[config.mk]
export PLATFORM = sky130hd
export DESIGN_NAME = datapath_mult
export DESIGN_NICKNAME = d
export VERILOG_FILES = /design/src/rtl/datapath_pkg.sv /design/src/rtl/datapath_mult_mult_seq.sv /design/src/rtl/datapath_mult.sv
export SDC_FILE = /design/constraint.sdc
export NUM_CORES = 1
export LEC_CHECK = 0
export ABC_AREA = 1
export BUFFER_PORTS_ARGS = -buffer_cell sky130_fd_sc_hd__buf_2
export CAP_MARGIN = 0
export CORE_MARGIN = 5
export CORE_UTILIZATION = 45
export CTS_BUF_LIST = sky130_fd_sc_hd__clkbuf_4
export DETAILED_ROUTE_END_ITERATION = 10
export HOLD_SLACK_MARGIN = 0.1
export PLACE_DENSITY_LB_ADDON = 0.2
export SYNTH_ARGS = -nofsm -noshare
export SYNTH_HDL_FRONTEND = slang
export SYNTH_SLANG_ARGS = --single-unit
[constraint.sdc]
create_clock -name clk -period 2.8 [get_ports clk]
set_clock_uncertainty 0.05 [all_clocks]
set_input_delay 0.28 -clock clk [delete_from_list [all_inputs] [get_ports clk]]
set_output_delay 0.28 -clock clk [all_outputs]
set_load 0.02 [all_outputs]
[src/rtl/datapath_pkg.sv]
// Shared constants for the multiply datapath: select codes, op codes, coefficient ROM
// contents and the multiplier state type.
package datapath_pkg;

  localparam int WIDTH_DEF     = 8;
  localparam int ROM_DEPTH_DEF = 4;

  localparam logic [2:0] SEL_ZERO = 3'b000;
  localparam logic [2:0] SEL_X    = 3'b001;
  localparam logic [2:0] SEL_ROM  = 3'b010;
  localparam logic [2:0] SEL_SUM  = 3'b011;
  localparam logic [2:0] SEL_PROD = 3'b100;
  localparam logic [2:0] SEL_REG3 = 3'b101;

  localparam logic OP_ADD = 1'b0;
  localparam logic OP_SUB = 1'b1;

  localparam logic [7:0] COEF [ROM_DEPTH_DEF] = '{8'd3, 8'd5, 8'd7, 8'd2};

  typedef enum logic {
    ST_IDLE = 1'b0,
    ST_RUN  = 1'b1
  } mult_state_e;

endpackage

[src/rtl/datapath_mult_mult_seq.sv]
// Iterative unsigned shift-add multiplier: one partial product per cycle,
// registered full-width product and a one-cycle done pulse on completion.
module mult_seq
  import datapath_pkg::*;
#(
  parameter int WIDTH = WIDTH_DEF
) (
  input  logic               clk,
  input  logic               rst_n,
  input  logic               start,
  input  logic [WIDTH-1:0]   a,
  input  logic [WIDTH-1:0]   b,
  output logic               busy,
  output logic               done,
  output logic [2*WIDTH-1:0] product
);

  localparam int CW = (WIDTH > 1) ? $clog2(WIDTH) : 1;

  mult_state_e        state_reg, state_next;
  logic [CW-1:0]      count_reg, count_next;
  logic [2*WIDTH-1:0] mcand_reg, mcand_next;
  logic [WIDTH-1:0]   mplier_reg, mplier_next;
  logic [2*WIDTH-1:0] acc_reg, acc_next;
  logic [2*WIDTH-1:0] product_reg, product_next;
  logic               done_reg, done_next;
  logic [2*WIDTH-1:0] acc_step;

  assign acc_step = acc_reg + (mplier_reg[0] ? mcand_reg : '0);

  always_ff @(posedge clk) begin
    if (!rst_n) begin
      state_reg   <= ST_IDLE;
      count_reg   <= '0;
      mcand_reg   <= '0;
      mplier_reg  <= '0;
      acc_reg     <= '0;
      product_reg <= '0;
      done_reg    <= 1'b0;
    end else begin
      state_reg   <= state_next;
      count_reg   <= count_next;
      mcand_reg   <= mcand_next;
      mplier_reg  <= mplier_next;
      acc_reg     <= acc_next;
      product_reg <= product_next;
      done_reg    <= done_next;
    end
  end

  always_comb begin
    state_next   = state_reg;
    count_next   = count_reg;
    mcand_next   = mcand_reg;
    mplier_next  = mplier_reg;
    acc_next     = acc_reg;
    product_next = product_reg;
    done_next    = 1'b0;
    case (state_reg)
      ST_IDLE: begin
        if (start) begin
          mcand_next  = {{WIDTH{1'b0}}, a};
          mplier_next = b;
          acc_next    = '0;
          count_next  = '0;
          state_next  = ST_RUN;
        end
      end
      ST_RUN: begin
        acc_next    = acc_step;
        mcand_next  = mcand_reg << 1;
        mplier_next = mplier_reg >> 1;
        count_next  = count_reg + CW'(1);
        // Last partial product lands straight in the result register.
        if (count_reg == CW'(WIDTH - 1)) begin
          state_next   = ST_IDLE;
          product_next = acc_step;
          done_next    = 1'b1;
        end
      end
      default: state_next = ST_IDLE;
    endcase
  end

  assign busy    = (state_reg == ST_RUN);
  assign done    = done_reg;
  assign product = product_reg;

endmodule

[src/rtl/datapath_mult.sv]
// Controller-facing datapath: three working registers, coefficient ROM, add/sub unit
// and an iterative multiplier with busy/done handshake. Result is reg3.
module datapath_mult
  import datapath_pkg::*;
#(
  parameter int WIDTH     = WIDTH_DEF,
  parameter int ROM_DEPTH = ROM_DEPTH_DEF,
  parameter int ROM_AW    = 2
) (
  input  logic              clk,
  input  logic              rst_n,
  input  logic [WIDTH-1:0]  x_in,
  input  logic              load_reg1,
  input  logic              load_reg2,
  input  logic              load_reg3,
  input  logic [2:0]        mux_load_reg1,
  input  logic              op,
  input  logic              mux_control_sum_sub,
  input  logic [ROM_AW-1:0] mux_control_rom,
  input  logic              mul_start,
  output logic              mul_busy,
  output logic              mul_done,
  output logic [WIDTH-1:0]  result,
  output logic              overflow
);

  logic [WIDTH-1:0]   reg1_reg, reg1_next;
  logic [WIDTH-1:0]   reg2_reg, reg2_next;
  logic [WIDTH-1:0]   reg3_reg, reg3_next;
  logic               ovf_reg, ovf_next;
  logic [WIDTH-1:0]   rom_words [ROM_DEPTH];
  logic [WIDTH-1:0]   rom_word;
  logic [WIDTH-1:0]   operand_b;
  logic [WIDTH:0]     alu_ext;
  logic [WIDTH-1:0]   alu_res;
  logic               alu_carry;
  logic [WIDTH-1:0]   reg1_src;
  logic [2*WIDTH-1:0] mul_product;
  logic               mul_hi_ovf;

  genvar gi;
  generate
    for (gi = 0; gi < ROM_DEPTH; gi++) begin : g_rom
      assign rom_words[gi] = WIDTH'(COEF[gi]);
    end
  endgenerate

  assign rom_word  = rom_words[mux_control_rom];
  assign operand_b = mux_control_sum_sub ? reg3_reg : reg2_reg;
  // Extra top bit is the carry for add and the borrow for sub.
  assign alu_ext   = (op == OP_SUB) ? ({1'b0, reg1_reg} - {1'b0, operand_b})
                                    : ({1'b0, reg1_reg} + {1'b0, operand_b});
  assign alu_res   = alu_ext[WIDTH-1:0];
  assign alu_carry = alu_ext[WIDTH];

  mult_seq #(.WIDTH(WIDTH)) u_mult (
    .clk     (clk),
    .rst_n   (rst_n),
    .start   (mul_start),
    .a       (reg1_reg),
    .b       (reg2_reg),
    .busy    (mul_busy),
    .done    (mul_done),
    .product (mul_product)
  );

  assign mul_hi_ovf = mul_done && (mul_product[2*WIDTH-1:WIDTH] != '0);

  always_comb begin
    reg1_src = '0;
    case (mux_load_reg1)
      SEL_X:    reg1_src = x_in;
      SEL_ROM:  reg1_src = rom_word;
      SEL_SUM:  reg1_src = alu_res;
      SEL_PROD: reg1_src = mul_product[WIDTH-1:0];
      SEL_REG3: reg1_src = reg3_reg;
      default:  reg1_src = '0;
    endcase
  end

  always_comb begin
    reg1_next = reg1_reg;
    reg2_next = reg2_reg;
    reg3_next = reg3_reg;
    ovf_next  = ovf_reg | mul_hi_ovf;
    if (load_reg1) reg1_next = reg1_src;
    if (load_reg2) reg2_next = x_in;
    if (load_reg3) begin
      reg3_next = alu_res;
      ovf_next  = ovf_next | alu_carry;
    end
  end

  always_ff @(posedge clk) begin
    if (!rst_n) begin
      reg1_reg <= '0;
      reg2_reg <= '0;
      reg3_reg <= '0;
      ovf_reg  <= 1'b0;
    end else begin
      reg1_reg <= reg1_next;
      reg2_reg <= reg2_next;
      reg3_reg <= reg3_next;
      ovf_reg  <= ovf_next;
    end
  end

  // The multiply overflow is visible in the done cycle itself, then held by ovf_reg.
  assign overflow = ovf_reg | mul_hi_ovf;
  assign result   = reg3_reg;

endmodule
Word level (Yosys, flattened, before mapping)
Cells that the tools add are included.
W data, S select, Z words.
{"block": "word_totals", "regBits": 86, "in_bits": 21, "output_inout_bits": 11, "wordCells": 51}
{"block": "op_classes", "addsub": 4, "n_lt_le_gt_ge": 1, "eq_ne": 7, "muxes": 20, "n_bitwise": 4, "n_reduce_logical": 4}
{"operator": "$pmux W16 S2", "n": 2}
{"operator": "$mux W16", "n": 3}
{"operator": "$pmux W8 S5", "n": 1}
{"operator": "$mux W8", "n": 4}
{"operator": "$add A16 B16 Y16", "n": 1}
{"operator": "$bmux W8 S2", "n": 1}
{"operator": "$pmux W8 S2", "n": 1}
{"operator": "$add A8 B8 Y9", "n": 1}
{"operator": "$eq A3 B3 Y1 const B", "n": 3}
{"operator": "$mux W9", "n": 1}
{"operator": "$sub A8 B8 Y9", "n": 1}
{"operator": "$reduce_bool A8 Y1", "n": 1}
{"operator": "$eq A3 B2 Y1 const B", "n": 2}
{"operator": "$pmux W3 S2", "n": 1}
{"operator": "$mux W1", "n": 4}
{"operator": "$reduce_and A2 Y1", "n": 2}
{"operator": "$add A3 B1 Y3 const B", "n": 1}
{"operator": "$eq A3 B1 Y1 const B", "n": 1}
{"operator": "$ge A3 B3 Y1 const B", "n": 1}
{"operator": "$mux W3", "n": 1}
{"operator": "$not A2 Y3", "n": 1}
{"operator": "$ne A2 B2 Y1 const B", "n": 1}
{"operator": "$or A1 B1 Y1", "n": 2}
{"operator": "$pmux W1 S2", "n": 1}
{"operator": "2 further kinds", "n": 2}

Depth between registers and ports, before layout
Gate-level depths: netlist of run 1.
{"block": "logic_depth", "ltp_word": 5, "depth_mapped": 18, "mapped_depth_nobuf": 18}

Hierarchy
A second synthesis of run 1 with hierarchy kept.
{"block": "unflattened", "cells_unflattened": 810, "area_unflattened_um2": 5251.3}
{"module": "mult_seq", "n_inst": 1, "cells_each": 502, "area_per_inst_um2": 3308.2, "seq_area_each_um2": 1221.2}
{"module": "datapath_mult", "n_inst": 1, "cells_each": 308, "area_per_inst_um2": 1943.1, "seq_area_each_um2": 500.5}

Worst setup path before layout of run 1
No wires, ideal clock.
{"block": "synth_path", "kind": "register to register", "from": "register reg3_reg[1], in the netlist result[1]", "to": "register reg1_reg[7]", "setup_ns": 0.134, "arrival_time_ns": 2.254, "required_ns": 2.616, "slack_ns": 0.363, "stages_incl_launch_ff": 18, "path_buffers": 0, "cell_sequence": "dfxtp_1 inv_1 nand2_1 o21ai_1 ha_1 nand3_1 inv_1 a21oi_1 xor2_1 ha_1 nand2_1 inv_1 a21oi_1 nand3_1 nand3_1 nand2_1 nand2_1 a21oi_1"}
{"block": "synth_between", "elab_chain_len": 4, "elab_cells_between_ends": 5, "classes_between": "2 x add/sub; 3 x mux"}
{"element": "from (decl)", "line_no": "datapath_mult.sv:29", "rtl": "logic [WIDTH-1:0] reg3_reg, reg3_next;"}
{"element": "from (signal assigned)", "line_no": "datapath_mult.sv:103", "rtl": "reg3_reg <= reg3_next;"}
{"element": "$mux W8 (*)", "line_no": "datapath_mult.sv:49", "rtl": "assign operand_b = mux_control_sum_sub ? reg3_reg : reg2_reg;"}
{"element": "$add A8 B8 Y9 / $sub A8 B8 Y9 (equally long branches)", "line_no": "datapath_mult.sv:52, datapath_mult.sv:51"}
{"element": "$mux W9 (*)", "line_no": "datapath_mult.sv:51", "rtl": "assign alu_ext = (op == OP_SUB) ? ({1'b0, reg1_reg} - {1'b0, operand_b})"}
{"element": "$pmux W8 S5 (*)", "line_no": "datapath_mult.sv:71", "rtl": "case (mux_load_reg1)"}
{"element": "to (signal assigned)", "line_no": "datapath_mult.sv:101", "rtl": "reg1_reg <= reg1_next;"}
{"element": "to (decl)", "line_no": "datapath_mult.sv:27", "rtl": "logic [WIDTH-1:0] reg1_reg, reg1_next;"}
Mark *: on every way between the ends. The rest lies on a longest branch, timed or not.
A chain may end at the register's enable or synchronous reset.

Worst setup path in the final report of run 1
{"block": "layout_path", "from": "register reg3_reg[1], in the netlist result[1]", "to": "register reg1_reg[5]"}
The elaborated chain is that of the path after synthesis.

==> results of run 1 <==
cell type report:
cell class / count / area share [%]
multi-input cells: 557 / 49.3
flip-flops and latches: 86 / 30.4
inverters: 132 / 8.74
repair buffers: 52 / 6.05
well taps: 143 / 3.16
clock buffers: 9 / 1.19
clock inverters: 6 / 1.10
synthesized netlist by cell type, types with 3 or more instances:
| master | n |
|---|---|
| nand2_1 | 263 |
| inv_1 | 131 |
| dfxtp_1 | 86 |
| a21oi_1 | 64 |
| nand3_1 | 59 |
| o21ai_0 | 43 |
| nor2_1 | 41 |
| ha_1 | 28 |
| clkbuf_1 | 17 |
| xor2_1 | 11 |
| a22oi_1 | 7 |
| o211ai_1 | 5 |
| buf_2 | 4 |
| nand3b_1 | 4 |
| xnor2_1 | 4 |
| a211oi_1 | 3 |
| and2_1 | 3 |
| nor2_2 | 3 |
| o21ai_1 | 3 |
| o22ai_1 | 3 |
logic make-up (layout without fill, tap and decap cells):
kind of cell               Yosys count  in the layout  synth area share (%)
AOI/OAI and AO/OA                  130            130                  13.7
xor gates and xnor gates            15             15                  2.57
adders and majority gates           30             30                  7.63
buffers and inverters              157            199                  11.9
DFF                                 86             86                  33.6
and+or+nand+nor                    382            382                  30.6
how the worst min path moves through the flow:
stage	end	slack [ns]
floorplan	reg2_reg[0]$_SDFFE_PN0P_	0.36
global placement	u_mult.product[15]$_SDFFE_PN0P_	0.39
detailed placement	u_mult.product[14]$_SDFFE_PN0P_	0.40
CTS	u_mult.mplier_reg[7]$_SDFFE_PN0P_	0.13
global route	u_mult.mplier_reg[7]$_SDFFE_PN0P_	0.14
finish	u_mult.mplier_reg[7]$_SDFFE_PN0P_	0.16
metal layers:
layer  routed length [microns]  up-vias
met5                         0        -
met4                       306        0
met3                       573       22
met2                      6400      112
met1                      6220     2262
li1                          -     2596
worst min-delay path, delay by kind of cell:
family,cells,cell delay [ns]
buffers and inverters,1,0.19
AND/OR/NAND/NOR,1,0.12
AO/OA/AOI/OAI,1,0.06
through the flow:
step | hold WS [ns] | instance area [sq um]
final | 0.165 | 5670
after global routing | 0.144 | 5670
after CTS | 0.128 | 5650
after detailed placement | 0.397 | 5400
after global placement | 0.390 | 5400
after floorplan | 0.365 | 5120
report_power, final:
part / switching [mW] / leakage (nW) / internal, mW
logic: 0.323 / 2.21 / 0.181
clock network: 0.456 / 0.0658 / 0.265
registers: 0.0445 / 0.699 / 1.27
total: 0.824 / 2.97 / 1.71
cell usage in the layout, fill, tap and decap left out, types with 4 or more instances in the layout:
| cell | instances |
|---|---|
| nor2_1 | 40 |
| a22oi_1 | 7 |
| dlygate4sd3_1 | 12 |
| nand3b_1 | 4 |
| a21oi_1 | 63 |
| inv_1 | 131 |
| nor2_2 | 4 |
| nand2_1 | 263 |
| ha_1 | 28 |
| buf_4 | 9 |
| o21ai_0 | 42 |
| xor2_1 | 11 |
| buf_2 | 31 |
| xnor2_1 | 4 |
| dfxtp_1 | 85 |
| nand3_1 | 59 |
| o211ai_1 | 5 |
| clkbuf_4 | 9 |
timing repair:
action,in CTS,in global routing
buffers inserted,0,1
hold buffers,12,0
endpoints found under the hold margin,18,0
gates resized for setup,0,4
endpoints found under the setup margin,0,6
==> results.sh, run 1 <==
export IMPL_status="finished clean"
export IMPL_dp_cells=957
export IMPL_gp_congestion=0.889
export IMPL_synthCells=800
export IMPL_fmax_mhz=387
export IMPL_path_delay_family="simple AND/OR/NAND/NOR gates"
export IMPL_critPathArrivalTime_ns=2.94
export IMPL_core_area_sq_um=11300
export IMPL_ys_ff_latch=86
export IMPL_use_met1_pct=26.7
export IMPL_setup_tns_ns=0
export IMPL_fin_util_pct=50.3
export IMPL_grt_max_degree=37
export IMPL_met3_usage_pct=3.78
export IMPL_nFillCells=1175
export IMPL_drt_iter0_drc=309
export IMPL_worstPathMaxFanout=4
export IMPL_dp_worst_setup_slack_ns=0.116
export IMPL_cts_root_buf="clkbuf_4"
export IMPL_final_cells=985
export IMPL_multi_input_area_sq_um=2800
export IMPL_critPathBufInv=2
export IMPL_fp_dieW_microns=117
export IMPL_r2r_end="reg1_reg[5]$_SDFFE_PN0P_"
export IMPL_startpoint="result[1]$_SDFFE_PN0P_"
export IMPL_power_density_nw_per_um2=448
export IMPL_numPortBuffers=31
export IMPL_period_share_pct=92.3
export IMPL_cts_tree="built"
export IMPL_first_global_vias=4732
export IMPL_worst_pin_slew_ns=0.692
export IMPL_synth_top_area_cell="dfxtp_1"
export IMPL_p_total_mw=2.54
export IMPL_busiest_layer="met2"
export IMPL_grt_util_met2_pct=36.1
export IMPL_antenna_found_initial=0
export IMPL_synth_top_cell_area_share_pct=33.6
export IMPL_grt_usage_pct=21.2
export IMPL_cts_sinks=86
export IMPL_ys_warn_count=0
export IMPL_routedWlPerCell_microns=13.7
export IMPL_cpMostUsedCell="nand2_1"
export IMPL_syn2layout_area_growth_pct=10.7
export IMPL_grt_pass1_wl_microns=22700
export IMPL_rows=39
export IMPL_cts_buffers=9
export IMPL_yosysSeqAreaShare_pct=33.6
export IMPL_start_kind="flip-flop"
export IMPL_r2r_slack_ns=0.22
export IMPL_crit_chain="inv_1 > nand2_1 > o21ai_1 > ha_1 > nand3_1 > inv_1 > o21ai_0 > o21ai_1 > ha_1 > a21oi_1 > nand2_1 > nand2_1 > nand2_1 > nand2_1 > nand3_1 > nand2_1 > nand2_1 > a21oi_1"
export IMPL_vdd_ir_drop_max_mv=0.371
export IMPL_nets=889
export IMPL_max_stage_delay_ns=0.35
export IMPL_worstHoldStart="mul_start"
export IMPL_ant_nets=0
export IMPL_synthArstFlopShare_pct=0
export IMPL_min_period_ns=2.58
export IMPL_hold_depth=3
export IMPL_reg2regPathDepth=18
export IMPL_path_depth=18
export IMPL_drt_pre_antenna_iters=5
export IMPL_antenna_cells=0
export IMPL_drc=0
export IMPL_hold_path_class="in -> reg"
export IMPL_hold_viol=0
export IMPL_synth_edff_count=0
export IMPL_slew_violations=0
export IMPL_io_pins=32
export IMPL_worstSetupEndpointType="flip-flop"
export IMPL_setup_viol=0
export IMPL_seqCellArea_sq_um=1720
export IMPL_post_synth_num_cell_types=31
export IMPL_cts_max_path_buffers=2
export IMPL_synth_area_sq_um=5120
export IMPL_relSlewSlack_pct=53.8
export IMPL_routed_wl_microns=13500
export IMPL_crit_path_end="reg1_reg[5]$_SDFFE_PN0P_"
export IMPL_syn_nets=851
export IMPL_start_util_pct=45.4
export IMPL_timing_rr_start="result[1]$_SDFFE_PN0P_"
export IMPL_hpwl_microns=10300
export IMPL_vias=4992
export IMPL_rsz0062_at_grt="yes"
export IMPL_gr_total_overflow=0
export IMPL_clkTransAtPathRegs_ns=0.14
export IMPL_clk_latency_ns=0.48
export IMPL_ctsHtreeMaxLevel=3
export IMPL_fp_dieH_microns=117
export IMPL_drive_gt1_share_pct=8.19
export IMPL_leakage_nw=2.97
export IMPL_cp_data_required_time_ns=3.15
export IMPL_cap_violations=0
export IMPL_synthFlopType="dfxtp_1"
export IMPL_setup_ws_ns=0.216
export IMPL_viasPerCell=5.07
export IMPL_die_area_sq_um=13600
export IMPL_synth_top_cells_by_area="dfxtp_1 34%, nand2_1 19%, inv_1 9.6%"
export IMPL_worstSetupPathType="reg -> reg"
export IMPL_cpMaxStageDelayCell="dfxtp_1"
export IMPL_avgSynthCellArea_sq_um=6.40
Power figures use the tool's default switching activity.
==> run 2, diff against run 1 <==
CTS_BUF_LIST = sky130_fd_sc_hd__clkbuf_8   (was sky130_fd_sc_hd__clkbuf_4)
==> results.sh, run 2 (synthesis gave the netlist of run 1 again) <==
export IMPL_met2RoutedLength_microns=6290
export IMPL_worstPathMaxFanout=4
export IMPL_first_global_vias=4689
export IMPL_grt_usage_pct=21.0
export IMPL_vias=4944
export IMPL_rsz0062_at_grt="yes"
export IMPL_cap_violations=0
export IMPL_fp_dieW_microns=117
export IMPL_seqCellArea_sq_um=1720
export IMPL_status="finished clean"
export IMPL_drt_iter0_drc=325
export IMPL_dp_worst_setup_slack_ns=0.116
export IMPL_gr_total_overflow=0
export IMPL_cts_root_buf="clkbuf_8"
export IMPL_drive_gt1_share_pct=8.66
export IMPL_postCtsHoldBufs=0
export IMPL_start_util_pct=45.4
export IMPL_final_cell_mix="263 x nand2_1, 131 x inv_1, 86 x dfxtp_1, 62 x a21oi_1, 59 x nand3_1"
export IMPL_max_stage_delay_ns=0.37
export IMPL_mostFrequentLayoutCell="nand2_1"
export IMPL_viasPerCell=5.08
export IMPL_power_density_nw_per_um2=482
export IMPL_die_area_sq_um=13600
export IMPL_worst_pin_slew_ns=0.694
export IMPL_final_cells=974
export IMPL_fmax_mhz=384
export IMPL_nets=878
export IMPL_setup_viol=0
export IMPL_drt_pre_antenna_iters=5
export IMPL_numPortBuffers=31
export IMPL_ctsHtreeMaxLevel=3
export IMPL_critPathArrivalTime_ns=2.87
export IMPL_cts_tree="built"
export IMPL_hold_viol=0
export IMPL_hpwl_microns=10300
export IMPL_fin_hold_ws_ns=0.125
export IMPL_cts_buffers=9
export IMPL_ant_nets=0
export IMPL_fp_dieH_microns=117
export IMPL_worstSetupEndpointType="flip-flop"
export IMPL_slew_violations=0
export IMPL_period_share_pct=93.1
export IMPL_relSlewSlack_pct=53.7
export IMPL_vdd_ir_drop_max_mv=0.333
export IMPL_io_pins=32
export IMPL_leakage_nw=2.96
export IMPL_routed_wl_microns=13400
export IMPL_clkTransAtPathRegs_ns=0.09
export IMPL_multi_input_area_sq_um=2800
export IMPL_worstSetupPathType="reg -> reg"
export IMPL_grt_pass1_wl_microns=22500
export IMPL_grt_max_degree=37
export IMPL_antenna_found_initial=0
export IMPL_dp_cells=957
export IMPL_gp_congestion=0.889
export IMPL_cp_data_required_time_ns=3.07
export IMPL_clk_latency_ns=0.37
export IMPL_hold_path_class="in -> reg"
export IMPL_antenna_cells=0
export IMPL_cts_max_path_buffers=2
export IMPL_core_area_sq_um=11300
export IMPL_rows=39
export IMPL_setup_ws_ns=0.193
export IMPL_cpMostUsedCell="nand3_1"
export IMPL_drc=0
export IMPL_nFillCells=1179
export IMPL_setup_tns_ns=0
export IMPL_wl_met1_microns=6220
export IMPL_cpMaxStageDelayCell="ha_1"
export IMPL_crit_chain="inv_1 > nand2_1 > o21ai_1 > ha_1 > nand3_1 > nor2_2 > nor2_1 > xnor2_1 > ha_1 > nand2_1 > inv_1 > nand3_1 > nor2_1 > nor2_2 > nand3_1 > nand3_1 > a21oi_2"
export IMPL_min_period_ns=2.61
export IMPL_met3_length_microns=589
export IMPL_routed_top_layer="met4"
export IMPL_routedWlPerCell_microns=13.8
export IMPL_start_kind="flip-flop"
export IMPL_cts_sinks=86
export IMPL_syn2layout_area_growth_pct=9.93
run 2: metrics by stage:
stage	utilization (%)	total power, mW	area [sq um]
CTS	49.7	2.72	5600
global route	49.9	2.86	5630
detailed placement	47.9	1.81	5400
finish	49.9	2.71	5630
floorplan	-	1.67	5120
global placement	47.9	1.81	5400
run 2: critical path: cells and delay by family, from the launching register on:
| family | cells | cell delay, ns |
|---|---|---|
| AND/OR/NAND/NOR | 10 | 0.98 |
| adder cells (fa/ha/maj) | 2 | 0.59 |
| flip-flops | 1 | 0.32 |
| AO/OA/AOI/OAI | 2 | 0.29 |
| buffers and inverters | 2 | 0.19 |
| XOR/XNOR | 1 | 0.15 |
run 2: final timing paths:
| check | from | cells after the start | slack [ns] | to |
|---|---|---|---|---|
| worst max-delay path | result[1]$_SDFFE_PN0P_ | 17 | 0.19 | ovf_reg$_SDFF_PN0_ |
| worst max register to register | result[1]$_SDFFE_PN0P_ | 17 | 0.19 | ovf_reg$_SDFF_PN0_ |
| worst min-delay path | x_in[0] | 3 | 0.13 | reg2_reg[0]$_SDFFE_PN0P_ |
| worst min register to register | u_mult.product[11]$_SDFFE_PN0P_ | 2 | 0.41 | u_mult.product[11]$_SDFFE_PN0P_ |
run 2: layout make-up:
cell class | instances | share of cell area (%)
clock inverter | 5 | 1.05
clock buffer | 10 | 2.45
inverter | 132 | 8.81
timing repair buffer | 41 | 4.09
multi-input combinational | 557 | 49.8
tap | 143 | 3.18
sequential | 86 | 30.6
run 2: per-layer routing:
metal | vias up | track usage, %
met5 | - | 0
met1 | 2235 | 26.8
met3 | 26 | 4.04
met4 | 0 | 7.49
li1 | 2574 | -
met2 | 109 | 35.5
run 2: what timing repair did:
| action | in CTS | in global routing |
|---|---|---|
| buffers inserted | 0 | 2 |
| setup endpoints to repair | 0 | 6 |
| gates resized for setup | 0 | 6 |
| hold endpoints to repair | 0 | 0 |
run 2: power by group:
group          internal [mW]  switching, mW
Clock                  0.433          0.468
Sequential              1.26         0.0443
Combinational          0.175          0.326
Total                   1.87          0.838
